--- src/rtl/sccb_target.sv ---
// sccb_target: SCCB responder (camera-side target) on a 3-wire SCCB bus.
// SIOC/SIOD are oversampled on clk. START/STOP are decoded from the
// synchronised lines. The block supports 3-phase write, 2-phase write
// (which sets the pointer) and 2-phase read, backed by a 256x8 register file.
//
// Ports:
//   clk        system clock, at least 8x the SIOC frequency
//   reset      asynchronous, active-high reset
//   sioc       SCCB clock from the master
//   siod_i     SCCB data sampled from the pad
//   siod_o     SCCB data driven by the target
//   siod_oe    pad drive enable (1 = target drives siod_o)
//   host_addr  host-side register file read address
//   host_rdata combinational read of regfile[host_addr]
//   wr_strobe  one-clk pulse when a 3-phase write commits
//   wr_addr    register address of the last commit (held)
//   wr_data    data of the last commit (held)
//   busy       high from START to STOP
//   id_miss    one-clk pulse when the ID byte does not match DEV_ADDR
module sccb_target #(
  parameter logic [6:0] DEV_ADDR    = 7'h21,
  parameter int         SYNC_STAGES = 2
) (
  input  logic       clk,
  input  logic       reset,
  input  logic       sioc,
  input  logic       siod_i,
  output logic       siod_o,
  output logic       siod_oe,
  input  logic [7:0] host_addr,
  output logic [7:0] host_rdata,
  output logic       wr_strobe,
  output logic [7:0] wr_addr,
  output logic [7:0] wr_data,
  output logic       busy,
  output logic       id_miss
);

  typedef enum logic [3:0] {
    ST_IDLE,
    ST_ID,
    ST_ID_ACK,
    ST_ID_ACK_R,
    ST_SUB,
    ST_SUB_ACK,
    ST_WDATA,
    ST_WDATA_ACK,
    ST_RDATA,
    ST_RDATA_NA,
    ST_IGNORE
  } state_t;

  logic [SYNC_STAGES-1:0] sioc_sync_r;
  logic [SYNC_STAGES-1:0] siod_sync_r;
  logic                   sioc_prev_r;
  logic                   siod_prev_r;

  state_t     state_r;
  logic [3:0] bit_cnt_r;
  logic [6:0] shift_r;
  logic [7:0] ptr_r;
  logic [7:0] rdata_r;
  logic [7:0] regfile_r [0:255];

  logic       sioc_s;
  logic       siod_s;
  logic       rise_s;
  logic       fall_s;
  logic       start_s;
  logic       stop_s;
  logic       last_bit_s;
  logic [7:0] byte_s;

  // Synchronise both bus lines and keep one cycle of history for edge detection.
  // The idle bus is high, so the flops reset to 1 to avoid a spurious edge.
  always_ff @(posedge clk or posedge reset) begin
    if (reset) begin
      sioc_sync_r <= {SYNC_STAGES{1'b1}};
      siod_sync_r <= {SYNC_STAGES{1'b1}};
      sioc_prev_r <= 1'b1;
      siod_prev_r <= 1'b1;
    end else begin
      sioc_sync_r <= {sioc_sync_r[SYNC_STAGES-2:0], sioc};
      siod_sync_r <= {siod_sync_r[SYNC_STAGES-2:0], siod_i};
      sioc_prev_r <= sioc_sync_r[SYNC_STAGES-1];
      siod_prev_r <= siod_sync_r[SYNC_STAGES-1];
    end
  end

  assign sioc_s     = sioc_sync_r[SYNC_STAGES-1];
  assign siod_s     = siod_sync_r[SYNC_STAGES-1];
  assign rise_s     = sioc_s & ~sioc_prev_r;
  assign fall_s     = ~sioc_s & sioc_prev_r;
  // START/STOP need sioc high on both sides of the siod edge.
  assign start_s    = sioc_s & sioc_prev_r & siod_prev_r & ~siod_s;
  assign stop_s     = sioc_s & sioc_prev_r & ~siod_prev_r & siod_s;
  assign byte_s     = {shift_r, siod_s};
  assign last_bit_s = (bit_cnt_r == 4'd0);
  assign host_rdata = regfile_r[host_addr];

  // Protocol FSM, register file and all registered outputs.
  always_ff @(posedge clk or posedge reset) begin
    if (reset) begin
      state_r   <= ST_IDLE;
      bit_cnt_r <= 4'd7;
      shift_r   <= 7'd0;
      ptr_r     <= 8'd0;
      rdata_r   <= 8'd0;
      siod_o    <= 1'b1;
      siod_oe   <= 1'b0;
      wr_strobe <= 1'b0;
      wr_addr   <= 8'd0;
      wr_data   <= 8'd0;
      busy      <= 1'b0;
      id_miss   <= 1'b0;
      for (int i = 0; i < 256; i++) begin
        regfile_r[i] <= 8'h00;
      end
    end else begin
      wr_strobe <= 1'b0;
      id_miss   <= 1'b0;
      if (stop_s) begin
        state_r <= ST_IDLE;
        siod_oe <= 1'b0;
        siod_o  <= 1'b1;
        busy    <= 1'b0;
      end else if (start_s) begin
        // Repeated START lands here too; the pointer is deliberately kept.
        state_r   <= ST_ID;
        bit_cnt_r <= 4'd7;
        siod_oe   <= 1'b0;
        siod_o    <= 1'b1;
        busy      <= 1'b1;
      end else begin
        case (state_r)
          ST_IDLE: begin
            siod_oe <= 1'b0;
          end

          ST_ID: begin
            if (rise_s) begin
              shift_r <= byte_s[6:0];
              if (last_bit_s) begin
                if (byte_s[7:1] == DEV_ADDR) begin
                  state_r <= byte_s[0] ? ST_ID_ACK_R : ST_ID_ACK;
                end else begin
                  id_miss <= 1'b1;
                  state_r <= ST_IGNORE;
                end
              end else begin
                bit_cnt_r <= bit_cnt_r - 4'd1;
              end
            end
          end

          // In the ACK states siod_oe doubles as the phase flag: the first
          // falling edge (8th) starts the drive, the next one (9th) ends it.
          ST_ID_ACK: begin
            if (fall_s) begin
              if (!siod_oe) begin
                siod_oe <= 1'b1;
                siod_o  <= 1'b0;
              end else begin
                siod_oe   <= 1'b0;
                siod_o    <= 1'b1;
                bit_cnt_r <= 4'd7;
                state_r   <= ST_SUB;
              end
            end
          end

          // On the 9th falling edge the drive continues straight into the MSB of read data.
          ST_ID_ACK_R: begin
            if (fall_s) begin
              if (!siod_oe) begin
                siod_oe <= 1'b1;
                siod_o  <= 1'b0;
              end else begin
                rdata_r   <= regfile_r[ptr_r];
                siod_o    <= regfile_r[ptr_r][7];
                bit_cnt_r <= 4'd7;
                state_r   <= ST_RDATA;
              end
            end
          end

          ST_SUB: begin
            if (rise_s) begin
              shift_r <= byte_s[6:0];
              if (last_bit_s) begin
                ptr_r   <= byte_s;
                state_r <= ST_SUB_ACK;
              end else begin
                bit_cnt_r <= bit_cnt_r - 4'd1;
              end
            end
          end

          ST_SUB_ACK: begin
            if (fall_s) begin
              if (!siod_oe) begin
                siod_oe <= 1'b1;
                siod_o  <= 1'b0;
              end else begin
                siod_oe   <= 1'b0;
                siod_o    <= 1'b1;
                bit_cnt_r <= 4'd7;
                state_r   <= ST_WDATA;
              end
            end
          end

          ST_WDATA: begin
            if (rise_s) begin
              shift_r <= byte_s[6:0];
              if (last_bit_s) begin
                regfile_r[ptr_r] <= byte_s;
                wr_strobe        <= 1'b1;
                wr_addr          <= ptr_r;
                wr_data          <= byte_s;
                state_r          <= ST_WDATA_ACK;
              end else begin
                bit_cnt_r <= bit_cnt_r - 4'd1;
              end
            end
          end

          ST_WDATA_ACK: begin
            if (fall_s) begin
              if (!siod_oe) begin
                siod_oe <= 1'b1;
                siod_o  <= 1'b0;
              end else begin
                siod_oe <= 1'b0;
                siod_o  <= 1'b1;
                state_r <= ST_IGNORE;
              end
            end
          end

          // The counter counts master samples. It wraps from 0 to 15 after the
          // 8th rising edge, and the following falling edge releases the line.
          ST_RDATA: begin
            if (rise_s) begin
              bit_cnt_r <= bit_cnt_r - 4'd1;
            end else if (fall_s) begin
              if (bit_cnt_r == 4'd15) begin
                siod_oe <= 1'b0;
                siod_o  <= 1'b1;
                state_r <= ST_RDATA_NA;
              end else begin
                siod_o <= rdata_r[bit_cnt_r[2:0]];
              end
            end
          end

          ST_RDATA_NA: begin
            siod_oe <= 1'b0;
            if (fall_s) begin
              state_r <= ST_IGNORE;
            end
          end

          ST_IGNORE: begin
            siod_oe <= 1'b0;
          end

          default: begin
            state_r <= ST_IDLE;
            siod_oe <= 1'b0;
            siod_o  <= 1'b1;
          end
        endcase
      end
    end
  end

endmodule

--- config.mk ---
export PLATFORM = sky130hd
export DESIGN_NAME = sccb_target
export DESIGN_NICKNAME = d
export VERILOG_FILES = /design/src/rtl/sccb_target.sv
export SDC_FILE = /design/constraint.sdc
export NUM_CORES = 2
export LEC_CHECK = 0
export CAP_MARGIN = 10
export CORE_AREA = 2 2 569 571
export DETAILED_ROUTE_END_ITERATION = 10
export DIE_AREA = 0 0 571 573
export GPL_TIMING_DRIVEN = 1
export PLACE_DENSITY = 0.47
export SYNTH_ARGS = -nofsm -noshare
export SYNTH_HDL_FRONTEND = slang
export SYNTH_SLANG_ARGS = --single-unit
export TNS_END_PERCENT = 20
--- constraint.sdc ---
create_clock -name clk -period 79.6 [get_ports clk]
set_input_delay 7.96 -clock clk [delete_from_list [all_inputs] [get_ports clk]]
set_output_delay 7.96 -clock clk [all_outputs]
set_load 0.02 [all_outputs]
==> metrics.txt <==
# TYPE chip_impl_metric gauge
chip_impl_metric{name="route.antenna.remaining_nets",unit=""} 0
chip_impl_metric{name="area.growth.synth_to_final",unit="%"} 12.4
chip_impl_info{name="timing.critical_path.max_delay_family",value="buffers and inverters"} 1
chip_impl_metric{name="post_route_cells_drive_above_1_share",unit="%"} 54.1
chip_impl_info{name="startpoint_type_of_the_worst_setup_path",value="input pin"} 1
chip_impl_metric{name="synth_edf_count",unit=""} 0
chip_impl_metric{name="timing_hold_violations_final",unit=""} 0
chip_impl_metric{name="drt-wirelength-per-cell",unit="um"} 34.8
chip_impl_metric{name="async_flop_share",unit="%"} 100
chip_impl_info{name="clock_tree.root_cell",value="clkbuf_16"} 1
chip_impl_metric{name="finalWeightedCongestion",unit=""} 0.831
chip_impl_metric{name="power_leakage",unit="nW"} 55.4
chip_impl_metric{name="synth.yosys.seq_area_share",unit="%"} 47.2
chip_impl_metric{name="final_util",unit="%"} 39.2
chip_impl_info{name="critPathCaptureType",value="output port"} 1
chip_impl_metric{name="ff_latch_area",unit="mm^2"} 0.0528
chip_impl_metric{name="drt_iter0_drc",unit=""} 5844
chip_impl_metric{name="synth_seq_cells",unit=""} 2106
chip_impl_metric{name="worst_hold_slack",unit="ns"} 0.355
chip_impl_metric{name="post_cts_buffers",unit=""} 0
chip_impl_metric{name="path_max_fanout",unit=""} 54
chip_impl_metric{name="cellPowerDensity",unit="mW/mm^2"} 20.2
chip_impl_info{name="crit-reg2reg-launch",value="ptr_r[1]$_DFFE_PP0P_"} 1
chip_impl_info{name="layout.cells.most_common_list",value="dfrtp_1, mux2_2, mux4_2"} 1
chip_impl_metric{name="cts.clk_slew.worst_paths",unit="ns"} 0.06
chip_impl_metric{name="setup_viol",unit=""} 0
chip_impl_metric{name="postCtsResizedCells",unit=""} 0
chip_impl_metric{name="grt_remaining_overflow",unit=""} 0
chip_impl_info{name="timing.critical_path.to",value="host_rdata[2]"} 1
chip_impl_metric{name="maximum_number_of_pins_on_one_net_before_global_route_repair",unit=""} 192
chip_impl_metric{name="worst_slack",unit="ns"} 56.77
chip_impl_metric{name="fillerInstances",unit=""} 29300
chip_impl_metric{name="syn-instance-count",unit=""} 6830
chip_impl_info{name="run_status",value="finished clean"} 1
chip_impl_metric{name="totalWireLength",unit="um"} 390000
chip_impl_metric{name="final.setup_skew",unit="ns"} 0.0454
chip_impl_metric{name="synth.distinct_cells",unit=""} 64
chip_impl_info{name="synth-main-ff-cell",value="dfrtp_1"} 1
chip_impl_metric{name="grtUsageTotal",unit="%"} 23.8
chip_impl_metric{name="maxSlewHeadroom",unit="%"} 9.43
chip_impl_metric{name="dieWidth",unit="um"} 571
chip_impl_metric{name="detail_route.first_pass.iterations",unit=""} 5
chip_impl_metric{name="worst-slew-pin-transition",unit="ns"} 1.35
chip_impl_info{name="timing.rr.end",value="rdata_r[7]$_DFFE_PP0P_"} 1
chip_impl_metric{name="synth.top_cell.area_share",unit="%"} 46.9
chip_impl_info{name="clock_tree_from_tritoncts",value="built"} 1
chip_impl_metric{name="multi_input_area",unit="mm^2"} 0.0567
chip_impl_metric{name="dp.final_hpwl",unit="um"} 252000
chip_impl_metric{name="avgViaCountPerCell",unit=""} 5.97
chip_impl_metric{name="cts-buffers-inserted",unit=""} 264
chip_impl_metric{name="ff2ff_path_depth",unit=""} 10
chip_impl_info{name="layout.cells.most_common",value="dfrtp_1"} 1
chip_impl_metric{name="peak_ir_drop_on_the_vdd_network",unit="mV"} 0.0186
chip_impl_metric{name="maxCapViolCount",unit=""} 0
chip_impl_metric{name="final_design_area_no_fill",unit="mm^2"} 0.126
chip_impl_info{name="synth_area_leader_cell",value="dfrtp_1"} 1
chip_impl_info{name="hold_class",value="flip-flop to flip-flop"} 1
chip_impl_info{name="critical_path.cell_chain",value="buf_8 > buf_4 > buf_4 > buf_4 > buf_4 > mux4_2 > mux4_2 > mux4_2 > mux4_2 > clkdlybuf4s50_1"} 1
chip_impl_metric{name="period_utilisation_layout",unit="%"} 28.7
chip_impl_metric{name="arrival",unit="ns"} 14.87
chip_impl_metric{name="io_pins",unit=""} 41
chip_impl_metric{name="cts-hold-fix-buffers",unit=""} 0
chip_impl_metric{name="worst_r2r_setup_slack",unit="ns"} 73.80
chip_impl_info{name="critical_path.slowest_cell",value="buf_4"} 1
chip_impl_metric{name="h-tree-depth",unit=""} 5
chip_impl_metric{name="max-clock-path-buffers",unit=""} 4
chip_impl_metric{name="count_of_cells_along_the_worst_hold_path",unit=""} 0
chip_impl_metric{name="antenna_found_initial",unit=""} 26
chip_impl_metric{name="row_count",unit=""} 208
chip_impl_metric{name="preCtsSetupSlack",unit="ns"} 56.58
chip_impl_metric{name="io_buffers",unit=""} 40
chip_impl_metric{name="drcViolationCount",unit=""} 0
chip_impl_metric{name="place_area",unit="mm^2"} 0.117
chip_impl_metric{name="grt_pass1_wl",unit="um"} 558000
chip_impl_metric{name="critical_path_cell_count",unit=""} 10
chip_impl_metric{name="synthesis.area",unit="mm^2"} 0.112
chip_impl_metric{name="data_required_time_at_the_worst_endpoint",unit="ns"} 71.64
chip_impl_metric{name="grt_pass1_vias",unit=""} 69200
chip_impl_metric{name="yosysWarnings",unit=""} 0
chip_impl_metric{name="worst_skew_pair.late_latency",unit="ns"} 0.88
chip_impl_metric{name="achievable-frequency",unit="MHz"} 43.8
chip_impl_metric{name="max_stage_delay",unit="ns"} 0.81
chip_impl_metric{name="die-area",unit="mm^2"} 0.327
chip_impl_metric{name="max_transition_viols_final",unit=""} 0
chip_impl_metric{name="min_clock_period_post_route",unit="ns"} 22.83
chip_impl_metric{name="layout.nets",unit=""} 6732
chip_impl_info{name="setup.worst_path.start",value="host_addr[0]"} 1
chip_impl_metric{name="overall_die_height",unit="um"} 573
chip_impl_metric{name="initial_utilization",unit="%"} 34.9
chip_impl_info{name="critPathKind",value="input pin to output port"} 1
chip_impl_metric{name="synth_area_per_cell",unit="um^2"} 16.4
chip_impl_metric{name="placeableCoreArea",unit="mm^2"} 0.320
chip_impl_metric{name="vias",unit=""} 67000
chip_impl_metric{name="tritoncts_num_sinks",unit=""} 2106
chip_impl_metric{name="timing.setup.tns",unit="ns"} 0
chip_impl_info{name="grt_setup_unrepaired",value="false"} 1
chip_impl_metric{name="path_buf_inv",unit=""} 6
chip_impl_metric{name="mappedNetlistNets",unit=""} 6844
chip_impl_info{name="synth_top_cells_by_area",value="dfrtp_1, mux4_2, mux2_2, mux2_1, clkbuf_1"} 1
-- metal layers --
metal  GRT usage [%]  part of all wire [%]
met2            37.0                    47
met5               0                 0.011
met3            4.49                   5.8
met1            33.7                    44
met4            7.20                   3.3
-- sequential cells by signal (all words and copies together), names as in the netlist, 2 cells and up --
| register | flops |
|---|---|
| bit_cnt_r | 4 |
| rdata_r | 8 |
| wr_addr | 8 |
| siod_sync_r | 2 |
| wr_data | 8 |
| state_r | 4 |
| sioc_sync_r | 2 |
| regfile_r | 2048 |
| shift_r | 7 |
| ptr_r | 8 |
-- worst min path at each step --
stage	start	endpoint	slack, ns
4_1_cts	sioc_sync_r[0]$_DFF_PP1_	sioc_sync_r[1]$_DFF_PP1_	0.36
3_5_place_dp	sioc_sync_r[0]$_DFF_PP1_	sioc_sync_r[1]$_DFF_PP1_	0.35
2_1_floorplan	sioc_sync_r[0]$_DFF_PP1_	sioc_sync_r[1]$_DFF_PP1_	0.35
6_report	sioc_sync_r[0]$_DFF_PP1_	sioc_sync_r[1]$_DFF_PP1_	0.36
5_1_grt	sioc_sync_r[0]$_DFF_PP1_	sioc_sync_r[1]$_DFF_PP1_	0.36
3_3_place_gp	siod_sync_r[0]$_DFF_PP1_	siod_sync_r[1]$_DFF_PP1_	0.35
-- power by group --
part	leakage, nW	internal [mW]	total, mW	switching (mW)
registers	29.4	1.08	1.11	0.0309
clock network	4.31	0.736	1.23	0.493
logic	21.8	0.0411	0.200	0.159
total	55.4	1.85	2.54	0.683
-- synth_stat cells (22+ instances only) --
cell type  number
buf_1          52
mux2i_1        32
nor2b_1        22
nor2_1        166
mux2_2       1733
nor2_2         37
dfrtp_1      2096
nand3_1        36
mux2_1        356
nand2_1       206
clkbuf_1      406
a21oi_1        28
buf_2         126
mux4_2       1298
-- cell families after synthesis --
| kind of cell | after synthesis | synth area share, % |
|---|---|---|
| xor+xnor | 2 | 0.0157 |
| fa+ha+maj | 2 | 0.0224 |
| buf+inv | 615 | 2.28 |
| simple gates | 533 | 2.13 |
| flops | 2106 | 47.2 |
| compound gates | 153 | 0.918 |
| mux | 3419 | 47.5 |
-- final cells by class --
class	count	share of cell area, %
sequential	2106	42.0
antenna	9	0.0179
inverter	12	0.0428
clock inverter	59	0.650
clock buffer	396	6.33
timing repair buffer	225	1.57
multi-input combinational	4109	45.1
tap	4305	4.29
-- per-stage QoR --
stage	instances	power (mW)
3_5_place_dp	10800	1.33
4_1_cts	11200	2.57
5_1_grt	11200	2.63
3_3_place_gp	10800	1.33
6_report	11200	2.54
2_1_floorplan	6830	1.25
(Power assumes the default switching activity.)
